--- src/rtl/hazard_pkg.sv ---
// Shared encodings for the pipeline hazard controller: forwarding selects and MAC FSM states.
package hazard_pkg;

    localparam logic [1:0] FWD_RF = 2'b00;
    localparam logic [1:0] FWD_W  = 2'b01;
    localparam logic [1:0] FWD_M  = 2'b10;

    typedef enum logic {
        IDLE = 1'b0,
        BUSY = 1'b1
    } mac_state_t;

endpackage

--- src/rtl/hazard_fwd_chan.sv ---
// One forwarding comparator: picks the youngest in-flight producer of an E-stage source register.
module hazard_fwd_chan
    import hazard_pkg::*;
#(
    parameter int REG_AW = 5
) (
    input  logic              rst,
    input  logic              reg_write_m,
    input  logic              reg_write_w,
    input  logic [REG_AW-1:0] rd_m,
    input  logic [REG_AW-1:0] rd_w,
    input  logic [REG_AW-1:0] rs_e,
    output logic [1:0]        fwd
);

    logic hit_m;
    logic hit_w;

    // x0 is hard-wired zero, so a write to it is never a forwarding source.
    assign hit_m = reg_write_m && (rd_m != '0) && (rd_m == rs_e);
    assign hit_w = reg_write_w && (rd_w != '0) && (rd_w == rs_e);

    always_comb begin
        fwd = FWD_RF;
        if (rst) begin
            if (hit_m) begin
                fwd = FWD_M;
            end else if (hit_w) begin
                fwd = FWD_W;
            end
        end
    end

endmodule

--- src/rtl/hazard_ctrl_unit.sv ---
// Hazard controller for the 5-stage RV32 + MAC core: operand forwarding, load-use stalls,
// branch flushes, multi-cycle MAC hold in Execute and a saturating stall counter.
module hazard_ctrl_unit
    import hazard_pkg::*;
#(
    parameter int REG_AW  = 5,
    parameter int NUM_RS  = 3,
    parameter int MAC_LAT = 4,
    parameter int CNT_W   = 32
) (
    input  logic                     clk,
    input  logic                     rst,
    input  logic                     RegWriteM,
    input  logic                     RegWriteW,
    input  logic [REG_AW-1:0]        RD_M,
    input  logic [REG_AW-1:0]        RD_W,
    input  logic [REG_AW-1:0]        RD_E,
    input  logic [NUM_RS*REG_AW-1:0] RS_E,
    input  logic [NUM_RS*REG_AW-1:0] RS_D,
    input  logic [NUM_RS-1:0]        RsUsedD,
    input  logic                     LoadE,
    input  logic                     MacStartE,
    input  logic                     PCSrcE,
    output logic [2*NUM_RS-1:0]      ForwardE,
    output logic                     StallF,
    output logic                     StallD,
    output logic                     StallE,
    output logic                     FlushD,
    output logic                     FlushE,
    output logic                     FlushM,
    output logic                     MacBusy,
    output logic [CNT_W-1:0]         StallCount
);

    // BUSY covers the hold cycles after the start cycle, i.e. MAC_LAT-2 of them.
    localparam int MCW      = (MAC_LAT > 2) ? $clog2(MAC_LAT - 1) : 1;
    localparam int CNT_LOAD = (MAC_LAT > 2) ? (MAC_LAT - 2) : 0;

    mac_state_t       state_q;
    mac_state_t       state_d;
    logic [MCW-1:0]   cnt_q;
    logic [MCW-1:0]   cnt_d;
    logic             mac_start;
    logic             hold;
    logic             lu_hit;
    logic             lu;
    logic [CNT_W-1:0] stall_cnt_q;

    for (genvar i = 0; i < NUM_RS; i++) begin : g_fwd
        hazard_fwd_chan #(.REG_AW(REG_AW)) u_chan (
            .rst         (rst),
            .reg_write_m (RegWriteM),
            .reg_write_w (RegWriteW),
            .rd_m        (RD_M),
            .rd_w        (RD_W),
            .rs_e        (RS_E[i*REG_AW +: REG_AW]),
            .fwd         (ForwardE[2*i +: 2])
        );
    end

    always_comb begin
        lu_hit = 1'b0;
        for (int i = 0; i < NUM_RS; i++) begin
            if (RsUsedD[i] && (RS_D[i*REG_AW +: REG_AW] == RD_E)) begin
                lu_hit = 1'b1;
            end
        end
    end

    assign lu = LoadE && (RD_E != '0) && lu_hit;

    always_ff @(posedge clk or negedge rst) begin
        if (!rst) begin
            state_q <= IDLE;
            cnt_q   <= '0;
        end else begin
            state_q <= state_d;
            cnt_q   <= cnt_d;
        end
    end

    // MacStartE is only sampled in IDLE; while BUSY it is the same held instruction.
    always_comb begin
        state_d   = state_q;
        cnt_d     = cnt_q;
        mac_start = 1'b0;
        case (state_q)
            IDLE: begin
                if (MacStartE && (MAC_LAT > 1)) begin
                    mac_start = 1'b1;
                    if (MAC_LAT > 2) begin
                        state_d = BUSY;
                        cnt_d   = MCW'(CNT_LOAD);
                    end
                end
            end
            BUSY: begin
                cnt_d = cnt_q - MCW'(1);
                if (cnt_q <= MCW'(1)) begin
                    state_d = IDLE;
                end
            end
            default: state_d = IDLE;
        endcase
    end

    assign hold = mac_start || (state_q == BUSY);

    // Hold beats branch beats load-use; everything is forced low while in reset.
    always_comb begin
        StallF  = 1'b0;
        StallD  = 1'b0;
        StallE  = 1'b0;
        FlushD  = 1'b0;
        FlushE  = 1'b0;
        FlushM  = 1'b0;
        MacBusy = 1'b0;
        if (rst) begin
            MacBusy = (state_q == BUSY);
            if (hold) begin
                StallF = 1'b1;
                StallD = 1'b1;
                StallE = 1'b1;
                FlushM = 1'b1;
            end else if (PCSrcE) begin
                FlushD = 1'b1;
                FlushE = 1'b1;
            end else if (lu) begin
                StallF = 1'b1;
                StallD = 1'b1;
                FlushE = 1'b1;
            end
        end
    end

    always_ff @(posedge clk or negedge rst) begin
        if (!rst) begin
            stall_cnt_q <= '0;
        end else if (StallF && (stall_cnt_q != '1)) begin
            stall_cnt_q <= stall_cnt_q + CNT_W'(1);
        end
    end

    assign StallCount = stall_cnt_q;

endmodule

--- config.mk ---
export PLATFORM = sky130hd
export DESIGN_NAME = hazard_ctrl_unit
export DESIGN_NICKNAME = d
export VERILOG_FILES = /design/src/rtl/hazard_pkg.sv /design/src/rtl/hazard_fwd_chan.sv /design/src/rtl/hazard_ctrl_unit.sv
export SDC_FILE = /design/constraint.sdc
export NUM_CORES = 1
export LEC_CHECK = 0
export BUFFER_PORTS_ARGS = -buffer_cell sky130_fd_sc_hd__buf_4
export CORE_ASPECT_RATIO = 0.75
export CORE_MARGIN = 3
export CORE_UTILIZATION = 48
export DETAILED_ROUTE_END_ITERATION = 6
export PLACE_DENSITY = 0.91
export SLEW_MARGIN = 0
export SYNTH_ARGS = -nofsm -noshare
export SYNTH_HDL_FRONTEND = slang
export SYNTH_SLANG_ARGS = --single-unit
--- constraint.sdc ---
create_clock -name clk -period 2.75 [get_ports clk]
set_input_delay 0.1375 -clock clk [delete_from_list [all_inputs] [get_ports clk]]
set_output_delay 0.1375 -clock clk [all_outputs]
set_load 0.03 [all_outputs]
Word-level counts from Yosys, hierarchy flattened
Cells that the tools add are included.
W data, S select, Z words.
{ "op_classes": {"mux": 31, "n_lt_le_gt_ge": 1, "n_eq_ne": 11, "reduce_logical": 18, "add_sub_neg": 2, "bitwise_logic": 1} }
{ "ops": {"columns": ["cell", "n"], "rows": [
  ["$eq A5 B5 Y1", 9],
  ["$add A32 B1 Y32 const B", 1],
  ["$ne A32 B32 Y1 const B", 1],
  ["$mux W1", 22],
  ["$reduce_bool A5 Y1", 3],
  ["$logic_and A1 B1 Y1", 14],
  ["$mux W2", 7],
  ["$pmux W2 S2", 1],
  ["$le A2 B1 Y1 const B", 1],
  ["$ne A2 B2 Y1 const B", 1],
  ["$pmux W1 S2", 1],
  ["$sub A2 B1 Y2 const B", 1],
  ["$logic_or A1 B1 Y1", 1],
  ["$not A1 Y1", 1]
]} }
{ "word_totals": {"regBits": 35, "output_inout_bits": 45} }

Depth between registers and ports, before layout
Gate-level depths: netlist of run 1.
{ "logic_depth": {"word_depth": 11, "mapped_depth": 10} }

Hierarchy
Synthesis of run 1 repeated with hierarchy kept, for this count alone.
{ "hier_totals": {"hier_cells": 266, "hier_area_um2": 2561.2} }
{ "modules_own_cells": {"columns": ["module", "area_per_inst_um2", "instances", "cells_each"], "rows": [
  ["hazard_ctrl_unit", 2107.0, 1, 203],
  ["hazard_fwd_chan", 151.4, 3, 21]
]} }

Worst setup path before layout of run 1
Ideal clock, no wire load.
{ "synth_path": {"kind": "reg2reg", "startpoint": "register stall_cnt_q[0], in the netlist StallCount[0]", "endpoint": "register stall_cnt_q[31], in the netlist StallCount[31]", "period_less_slack_ns": 2.222, "path_slack_ns": 0.528, "arrival_ns": 2.141, "required_time_ns": 2.670, "path_buffers": 3, "stages_incl_launch_ff": 11, "path_cell_list": "dfrtp_1 > ha_1 > nand2_1 > nor3_1 > and2_1 > buf_2 > and3_1 > buf_4 > buf_4 > nor4_1 > xor2_1"} }
{ "synth_between": {"elab_chain_cells": 2, "word_cells_on_any_way": 3} }
{ "synth_lines": {"columns": ["element", "line", "rtl"], "rows": [
  ["start, declared", "hazard_ctrl_unit.sv:47", "logic [CNT_W-1:0] stall_cnt_q;"],
  ["start signal, assigned", "hazard_ctrl_unit.sv:140", "stall_cnt_q <= stall_cnt_q + CNT_W'(1);"],
  ["parallel branches: the longest is 2 deep, another holds $add A32 B1 Y32", null, null]
]} }
Parallel ways; which one is timed is not known.
A chain may end at the register's enable or synchronous reset.

Final worst setup path of run 1
{ "layout_path": {"startpoint": "register stall_cnt_q[0], in the netlist StallCount[0]", "endpoint": "register stall_cnt_q[29], in the netlist StallCount[29]"} }
The elaborated chain is that of the path after synthesis.

==> flow_summary_export.csv, run 1 <==
group,metric,value,unit
status,outcome,"finished, final reports clean",
yosys,synth_area_leader_cell,"dfrtp_1",
die,dieWidth,87.7,um
global_routing,overflow,0,
place,place_congestion,0.894,
timing,setup_tns,0,ns
timing,fmax,414,MHz
yosys,yosysMostFrequentCell,"xor2_1",
yosys,synth_top_area_share,36.5,%
global_routing,grt_pass1_vias,2235,
die,core,4650,um^2
power,seqPwrFrac,39.7,%
global_routing,grt.total_usage,22.5,%
critical_path,cp_cell_sequence,"ha_1, nand2_1, nor3_1, and2_1, and3_1, buf_4, nor4_1, xor2_1",
timing,tightestPinTransition,0.521,ns
cts,clock_path_buffers,2,
cts,clkTransAtPathRegs,0.07,ns
timing,maxSlewHeadroom,64.9,%
finish,area_growth,36.6,%
critical_path,max_stage_delay,0.44,ns
critical_path,critPathSlowestCell,"dfrtp_1",
die,die-area,5900,um^2
power,pwr-share-comb,38.5,%
routing,wl_per_cell,15.8,um
power,irDropWorstVdd,302,uV
finish,fin_nets,413,
critical_path,crit_path_max_fanout,9,
cts,cts_tree,"done",
timing,fin_hold_ws,0.148,ns
critical_path,start_kind,"flip-flop",
cts,cts_max_level,2,
finish,antennaDiodeCount,0,
critical_path,critPathCaptureType,"flip-flop",
yosys,async_flop_share,100,%
cts,insertion_delay,0.29,ns
place,dp_cells,405,
yosys,synth_warnings,0,
finish,nFillCells,346,
cts,root_buffer,"clkbuf_8",
place,place_hpwl,5180,um
die,rows,21,
timing,fin_crit_sh,87.8,%
timing,rsz0062_at_grt,"no",
yosys,synth-seq-cells,35,
routing,final_antenna_net_count,0,
die,start_util,51.6,%
timing,post-route-min-period,2.42,ns
yosys,yosysUniqueCellTypes,34,
power,p_clk_share,21.8,%
global_routing,antenna_found_initial,0,
global_routing,grt_max_degree,33,
global_routing,grt_pass1_wl,10400,um
routing,drc,0,
die,io_pins,100,
yosys,synth_area,2400,um^2
timing,drv_slew,0,
power,p_per_area,568,nW/um^2
cts,cts_buffers,5,
yosys,synth.net_count,313,
critical_path,crit_type,"flip-flop to flip-flop",
die,die_h,67.3,um
worst_hold_path,hold_class,"input pin to flip-flop",
power,p_int,1.13,mW
critical_path,cp_data_arrival_time,2.56,ns
timing,setup_viol,0,
power,power.leakage,1.57,nW
yosys,synth-seq-area-share,36.5,%
routing,viasPerCell,5.41,
cts,cts.sinks,35,
finish,stdcell_count,414,
yosys,synth_edf_count,0,
routing,drt_iter0_drc,135,
timing,final-hold-violation-count,0,
yosys,avgSynthCellArea,9.38,um^2
power,p_sw,0.728,mW
routing,vias,2240,
timing,finClkSkew,0.00357,ns
routing,wirelength,6530,um
job,drv_cap,0,
yosys,netlist_instances,256,
finish,drive_above_1_share,32.5,%
yosys,ys.flop_type,"dfrtp_1",
place,portBuffers,99,
power,switching_share,39.1,%
yosys,synth_area_leaders,"dfrtp_1 36%, xor2_1 19%, xnor2_1 9.1%",
yosys,synthTopCellsByCount,"51 x xor2_1, 35 x dfrtp_1, 25 x xnor2_1",
routing,dr.pass1.iters,4,
critical_path,required,2.90,ns
layout by cell type, fill, tap and decap left out, types with 6 or more instances in the layout:
cell,synthesis,routed
buf_4,6,102
xor2_1,51,51
dfrtp_1,35,35
xnor2_1,25,25
nand2_1,23,23
nor3_1,17,17
nand3_1,15,15
nor4_1,13,13
nor2_1,11,11
nand4_1,9,9
clkbuf_8,0,7
inv_1,6,6
repair_timing:
action,CTS,global route
gates resized for setup,0,0
buffers inserted,0,0
hold endpoints to repair,3,0
hold buffers,1,0
setup endpoints to repair,0,0
cells by family (layout without fill, tap and decap cells):
family,count (synthesis),in the layout,share of synthesized area [%]
compound gates,12,12,3.60
fa+ha+maj,2,2,1.04
xor+xnor,76,76,27.7
mux,2,2,0.886
simple gates,113,113,26.5
flops,35,35,36.5
buf+inv,16,117,3.80
area by class of cell:
class	count	area (um^2)	area share, %
Tap cell	57	71.3	2.17
Multi-Input combinational cell	205	1430	43.7
Clock buffer	8	100	3.05
Timing Repair Buffer	103	776	23.7
Inverter	6	22.5	0.687
Sequential cell	35	876	26.7
critical path, delay by kind of cell (launching register included):
kind / cells / cell delay (ns)
simple gates: 5 / 1.20
flops: 1 / 0.44
xor+xnor: 1 / 0.17
buf+inv: 1 / 0.25
fa+ha+maj: 1 / 0.20
worst paths after layout:
check | start | to | slack [ns] | cells after the start
setup / recovery | StallCount[0] | StallCount[29] | 0.33 | 8
hold / removal | MacStartE | cnt_q[1] | 0.15 | 3
setup reg to reg | StallCount[0] | StallCount[29] | 0.33 | 8
hold reg to reg | StallCount[26] | StallCount[26] | 0.49 | 1
max in group asynchronous | rst | StallCount[15] | 1.90 | 3
min in group asynchronous | rst | cnt_q[0] | 0.23 | 2
state kept, by name, indices dropped and copies added (netlist names):
name / flops
state_q: 1
cnt_q: 2
StallCount: 32
metrics by stage:
stage	setup WS [ns]	util, %	area [um^2]	total power [mW]
final	0.334	70.5	3280	1.86
after global placement	0.572	68.1	3170	1.43
after CTS	0.375	70.5	3280	1.87
after floorplan	0.528	-	2400	1.15
after global routing	0.151	70.5	3280	1.96
after detailed placement	0.416	68.1	3170	1.46
power by group through the flow:
| stage | clock (mW) | combinational (mW) | sequential, mW |
|---|---|---|---|
| 2_1_floorplan | 0 | 0.306 | 0.847 |
| 3_3_place_gp | 0 | 0.700 | 0.731 |
| 3_5_place_dp | 0 | 0.717 | 0.742 |
| 5_1_grt | 0.430 | 0.774 | 0.754 |
| 4_1_cts | 0.412 | 0.723 | 0.734 |
| 6_report | 0.405 | 0.717 | 0.738 |
per-layer routing:
metal | share of wire [%] | vias to the layer above | GRT usage [%]
met3 | 5.3 | 14 | 5.73
met5 | 0 | - | 0
met2 | 49 | 70 | 37.5
met4 | 1.9 | 0 | 7.28
li1 | - | 1095 | -
met1 | 43 | 1061 | 28.6
No activity file was read; power rests on OpenSTA's default activity.
==> run 2: changes to the inputs <==
- SETUP_SLACK_MARGIN: unset -> 0.4
==> run 2 against run 1 <==
Effect of this change:
- non-clock buffer count is the same
- clock-buffer cell count unchanged
- utilization increased by 0.40 points
- design area grew 0.57%
- die area is the same
- clock power about the same
- cell count is the same
- wire length grew 1.4%
- critical endpoint unchanged
- highest routed layer unchanged
==> flow_summary_export.csv, run 2 (synthesis gave the netlist of run 1 again) <==
group,metric,value,unit
power,seqPwrFrac,39.7,%
routing,final_antenna_net_count,0,
timing,maxSlewHeadroom,70.6,%
critical_path,cp_cell_sequence,"ha_1, nand2_1, nor3_2, and2_1, and3_2, buf_4, nor4_2, xor2_1",
global_routing,overflow,0,
routing,vias,2244,
critical_path,crit_buf_inv,1,
place,portBuffers,99,
critical_path,crit_path_max_fanout,9,
timing,setup_tns,0,ns
critical_path,crit_type,"flip-flop to flip-flop",
power,p_int,1.13,mW
timing,post-route-min-period,2.22,ns
cts,cts_buffers,5,
power,switching_share,39.2,%
routing,wirelength,6620,um
timing,rsz0062_at_grt,"no",
finish,fin_nets,413,
place,dp_cells,405,
die,io_pins,100,
timing,tightestPinTransition,0.437,ns
die,rows,21,
finish,largest_register_ffs,32,
finish,layout_common_cells,"102 x buf_4, 51 x xor2_1, 35 x dfrtp_1, 25 x xnor2_1, 23 x nand2_1",
timing,finClkSkew,0.00231,ns
critical_path,max_stage_delay,0.44,ns
place,place_congestion,0.894,
routing,viasPerCell,5.42,
critical_path,cp_top_family,"simple AND/OR/NAND/NOR gates",
power,p_sw,0.729,mW
cts,cts_tree,"done",
critical_path,required,2.95,ns
cts,post-cts-setup-buffers,0,
critical_path,cp_data_arrival_time,2.42,ns
cts,clkTransAtPathRegs,0.07,ns
die,die_h,67.3,um
finish,seqCellArea,876,um^2
die,dieWidth,87.7,um
cts,clock_path_buffers,2,
timing,fmax,451,MHz
global_routing,antenna_found_initial,0,
cts,insertion_delay,0.29,ns
timing,setup_viol,0,
finish,stdcell_count,414,
status,outcome,"finished, final reports clean",
global_routing,grt_pass1_vias,2235,
critical_path,critPathSlowestCell,"dfrtp_1",
power,p_per_area,564,nW/um^2
finish,antennaDiodeCount,0,
worst_hold_path,hold_class,"input pin to flip-flop",
finish,multi_input_area,1450,um^2
timing,fin_crit_sh,80.7,%
die,core,4650,um^2
finish,final_common_cell,"buf_4",
power,pwr-share-comb,38.6,%
die,start_util,51.6,%
routing,wl_per_cell,16.0,um
global_routing,grt_max_degree,33,
global_routing,grt_pass1_wl,10400,um
global_routing,grt.total_usage,22.6,%
die,die-area,5900,um^2
cts,cts_max_level,2,
finish,nFillCells,339,
finish,area_growth,37.4,%
power,power.leakage,1.57,nW
timing,drv_slew,0,
job,drv_cap,0,
power,p_clk_share,21.7,%
power,irDropWorstVdd,300,uV
routing,drt_iter0_drc,163,
finish,drive_above_1_share,33.6,%
place,place_hpwl,5180,um
critical_path,start_kind,"flip-flop",
routing,drc,0,
cts,root_buffer,"clkbuf_8",
critical_path,critPathCaptureType,"flip-flop",
timing,final-hold-violation-count,0,
cts,cts.sinks,35,
routing,dr.pass1.iters,4,
==> run 2: repair_timing <==
action / 4_1_cts / 5_1_grt
resized for setup: 1 / 3
endpoints found under the setup margin: 1 / 20
hold endpoints to repair: 3 / 0
hold buffers: 1 / 0
==> run 2: layer usage <==
layer | vias to the layer above | part of all wire (%) | GRT usage (%)
met4 | 0 | 1.9 | 6.70
li1 | 1093 | - | -
met2 | 83 | 49 | 37.1
met5 | - | 0 | 0
met1 | 1053 | 43 | 29.2
met3 | 15 | 6.0 | 6.46
==> run 2: power groups by stage <==
stage | clock network (mW) | logic, mW | registers (mW)
after detailed placement | 0 | 0.717 | 0.742
after floorplan | 0 | 0.306 | 0.847
after CTS | 0.412 | 0.724 | 0.734
after global routing | 0.433 | 0.775 | 0.754
after global placement | 0 | 0.700 | 0.731
final | 0.404 | 0.719 | 0.739
==> run 2: tightest hold or removal path, cell delays in order <==
cell and delay [ns]:
buf_4 0.10, nor2_1 0.03, o21ai_0 0.13
==> run 2: through the flow <==
step                total power [mW]  cell area, um^2  setup WS [ns]  utilization (%)  hold slack, ns
floorplan                       1.15             2400          0.528                -          -0.158
global placement                1.43             3170          0.572             68.1         -0.0301
global route                    1.96             3300          0.404             70.9           0.179
finish                          1.86             3300          0.530             70.9           0.154
detailed placement              1.46             3170          0.416             68.1         -0.0294
CTS                             1.87             3290          0.407             70.6           0.151
==> run 2: layout make-up <==
cell class / count / area share [%]
Timing Repair Buffer: 103 / 23.5
Clock buffer: 8 / 3.03
Inverter: 6 / 0.683
Sequential cell: 35 / 26.6
Tap cell: 57 / 2.16
Multi-Input combinational cell: 205 / 44.0
==> run 2: worst paths after layout <==
path | startpoint | to | slack (ns) | cells past startpoint
max | StallCount[0] | StallCount[29] | 0.53 | 8
min | MacStartE | cnt_q[1] | 0.15 | 3
max reg2reg | StallCount[0] | StallCount[29] | 0.53 | 8
min reg2reg | StallCount[26] | StallCount[26] | 0.49 | 1
max in group asynchronous | rst | StallCount[11] | 1.88 | 3
min in group asynchronous | rst | cnt_q[0] | 0.24 | 2
==> run 3: changes to the inputs <==
- ABC_AREA: unset -> 1
- CORE_UTILIZATION: 48 -> 47
- PLACE_DENSITY: 0.91 -> 0.89
- clock period: 2.75 -> 1.8 ns (I/O delays scaled with it)
==> run 3 against run 2 <==
Effect of this change:
- the run now ends with negative setup slack left
- synthesized cell count rose by 88%
- combinational power up 77%
- cell count increased by 69%
- sequential share of layout area is 7.4 points lower
- sequential cell count unchanged
- clock-buffer cell count fell by 2
- sequential power grew 37%
- wire length grew 85%
==> flow_summary_export.csv, run 3 <==
group,metric,value,unit
place,place_hpwl,7530,um
worst_hold_path,whs_path_depth,5,
yosys,synth_area_leader_cell,"dfrtp_1",
yosys,synth-seq-area-share,28.0,%
timing,final-hold-violation-count,0,
critical_path,critPathSlowestCell,"dfrtp_1",
power,pwr-share-comb,41.5,%
critical_path,cp_top_family,"simple AND/OR/NAND/NOR gates",
routing,drt_iter0_drc,550,
yosys,netlist_instances,481,
finish,layout_common_cells,"167 x nand2_1, 127 x buf_4, 47 x inv_1, 39 x nor2_1, 27 x nand3_1",
worst_hold_path,hold_path.startpoint,"MacStartE",
worst_hold_path,hold_end,"cnt_q[0]",
finish,fin_area,4700,um^2
critical_path,ff2ff_path_depth,8,
critical_path,critPathCaptureType,"flip-flop",
finish,fin_nets,676,
timing,tightestPinTransition,0.975,ns
timing,fin_hold_ws,0.213,ns
global_routing,overflow,0,
critical_path,crit_path_start,"StallCount[18]",
critical_path,required,2.04,ns
power,p_int,1.89,mW
power,p_clk_share,25.6,%
routing,final_antenna_net_count,0,
critical_path,max_stage_delay,0.46,ns
power,p_sw,1.17,mW
yosys,yosysUniqueCellTypes,31,
place,post-place-ws,-0.000181,ns
routing,drc,0,
status,violations,"negative setup slack",
cts,cts_max_level,2,
timing,drv_slew,0,
yosys,synth_top_area_share,28.0,%
routing,viasPerCell,5.70,
finish,final_common_cell,"nand2_1",
critical_path,crit_path_max_fanout,28,
finish,largest_register_ffs,32,
yosys,synthTopCellsByCount,"172 x nand2_1, 52 x nor2_1, 51 x inv_1",
yosys,async_flop_share,100,%
global_routing,antenna_found_initial,0,
die,io_pins,100,
finish,area_growth,50.3,%
cts,cts.sinks,35,
status,outcome,"complete, but fails checks",
cts,clkTransAtPathRegs,0.09,ns
global_routing,grt_max_degree,29,
yosys,ys.flop_type,"dfrtp_1",
timing,layout_setup_ws,-0.0564,ns
critical_path,r2r_end,"StallCount[12]",
die,dieWidth,100,um
timing,rsz0062_at_grt,"yes",
die,core,6380,um^2
timing,post-route-min-period,1.86,ns
routing,wirelength,12300,um
critical_path,regToRegSetupSlack,-0.06,ns
critical_path,r2r_start,"StallCount[18]",
critical_path,cp_cell_sequence,"nand2_1, inv_1, nand4_1, nor2_4, nand3_4, nand2_8, nand2_1, nand2_1",
power,switching_share,38.1,%
routing,wl_per_cell,17.5,um
global_routing,grt.total_usage,28.3,%
power,power.leakage,2.40,nW
yosys,synth_edf_count,0,
die,die-area,7680,um^2
power,seqPwrFrac,32.9,%
routing,dr.pass1.iters,6,
yosys,synth_area,3130,um^2
cts,root_buffer,"clkbuf_8",
die,die_h,76.6,um
die,start_util,49.0,%
critical_path,cpMostUsedCell,"nand2_1",
critical_path,crit_buf_inv,1,
critical_path,cp_data_arrival_time,2.10,ns
die,rows,25,
power,p_per_area,651,nW/um^2
global_routing,grt_pass1_vias,3576,
place,dpl_cell_area,4100,um^2
place,portBuffers,99,
timing,maxSlewHeadroom,35.0,%
finish,fin_util,73.6,%
power,p_total,3.06,mW
job,drv_cap,0,
critical_path,crit_type,"flip-flop to flip-flop",
yosys,avgSynthCellArea,6.50,um^2
yosys,synth_area_leaders,"dfrtp_1 28%, nand2_1 21%, nand3_1 7.5%",
finish,antennaDiodeCount,0,
yosys,synth-seq-cells,35,
cts,clock_path_buffers,2,
yosys,yosysMostFrequentCell,"nand2_1",
finish,drive_above_1_share,38.9,%
place,place_congestion,1.04,
cts,insertion_delay,0.32,ns
power,irDropWorstVdd,376,uV
cts,cts_buffers,5,
worst_hold_path,hold_class,"input pin to flip-flop",
yosys,synth.net_count,538,
timing,finClkSkew,0.0141,ns
cts,cts_tree,"done",
critical_path,start_kind,"flip-flop",
yosys,synth_warnings,0,
timing,fmax,539,MHz
timing,fin_crit_sh,103,%
global_routing,grt_pass1_wl,17600,um
timing,setup_viol,8,
routing,vias,3996,
==> run 3: tightest hold or removal path: cells and delay by family <==
family,cells,cell delay (ns)
AO/OA/AOI/OAI,1,0.07
buffers and inverters,2,0.21
AND/OR/NAND/NOR,2,0.09
==> run 3: per-layer routing <==
metal	track usage, %	share of wire, %	vias to the layer above
li1	-	-	1791
met3	5.49	11	87
met1	37.6	37	1803
met2	45.8	47	315
met5	0	0	-
met4	9.96	5.2	0
==> run 3: what timing repair did <==
action | CTS | global route
cloned | 3 | 0
setup endpoints to repair | 34 | 58
hold buffers | 3 | 0
resized for setup | 29 | 34
setup buffers | 12 | 9
pin swaps | 5 | 10
endpoints found under the hold margin | 35 | 0
==> run 3: final cells by class <==
cell class / instances / area (um^2)
inverter: 55 / 209
multi-input combinational: 381 / 2220
fill: 461 / 1680
clock inverter: 2 / 35.0
sequential: 35 / 900
timing repair buffer: 141 / 1150
clock buffer: 6 / 82.6
tap: 81 / 101
==> run 3: cells by family after synthesis <==
| family | count (synthesis) | share of synthesized area [%] |
|---|---|---|
| compound gates | 12 | 2.36 |
| fa+ha+maj | 2 | 0.800 |
| buf+inv | 66 | 9.92 |
| flops | 35 | 28.0 |
| simple gates | 318 | 45.5 |
| xor+xnor | 48 | 13.4 |
==> run 3: stage by stage <==
stage               instances  setup TNS [ns]
finish                    701          -0.187
floorplan                 481               0
global placement          666               0
CTS                       692               0
detailed placement        666       -0.000181
global route              701          -0.556
==> run 3: how the worst max path moves through the flow <==
stage,endpoint,slack (ns),cells after the start
after global placement,StallCount[2],0.09,9
after detailed placement,StallCount[4],-0.0002,9
after floorplan,StallCount[28],0.20,11
after global routing,StallCount[29],-0.08,8
after CTS,StallCount[4],0.14,9
final,StallCount[12],-0.06,8
==> run 3: power by group through the flow <==
| stage | registers (mW) | logic (mW) | clock network (mW) |
|---|---|---|---|
| 3_5_place_dp | 1.03 | 0.976 | 0 |
| 5_1_grt | 1.02 | 1.36 | 0.801 |
| 3_3_place_gp | 1.02 | 0.943 | 0 |
| 4_1_cts | 0.997 | 1.15 | 0.764 |
| 6_report | 1.01 | 1.27 | 0.782 |
| 2_1_floorplan | 1.10 | 0.553 | 0 |
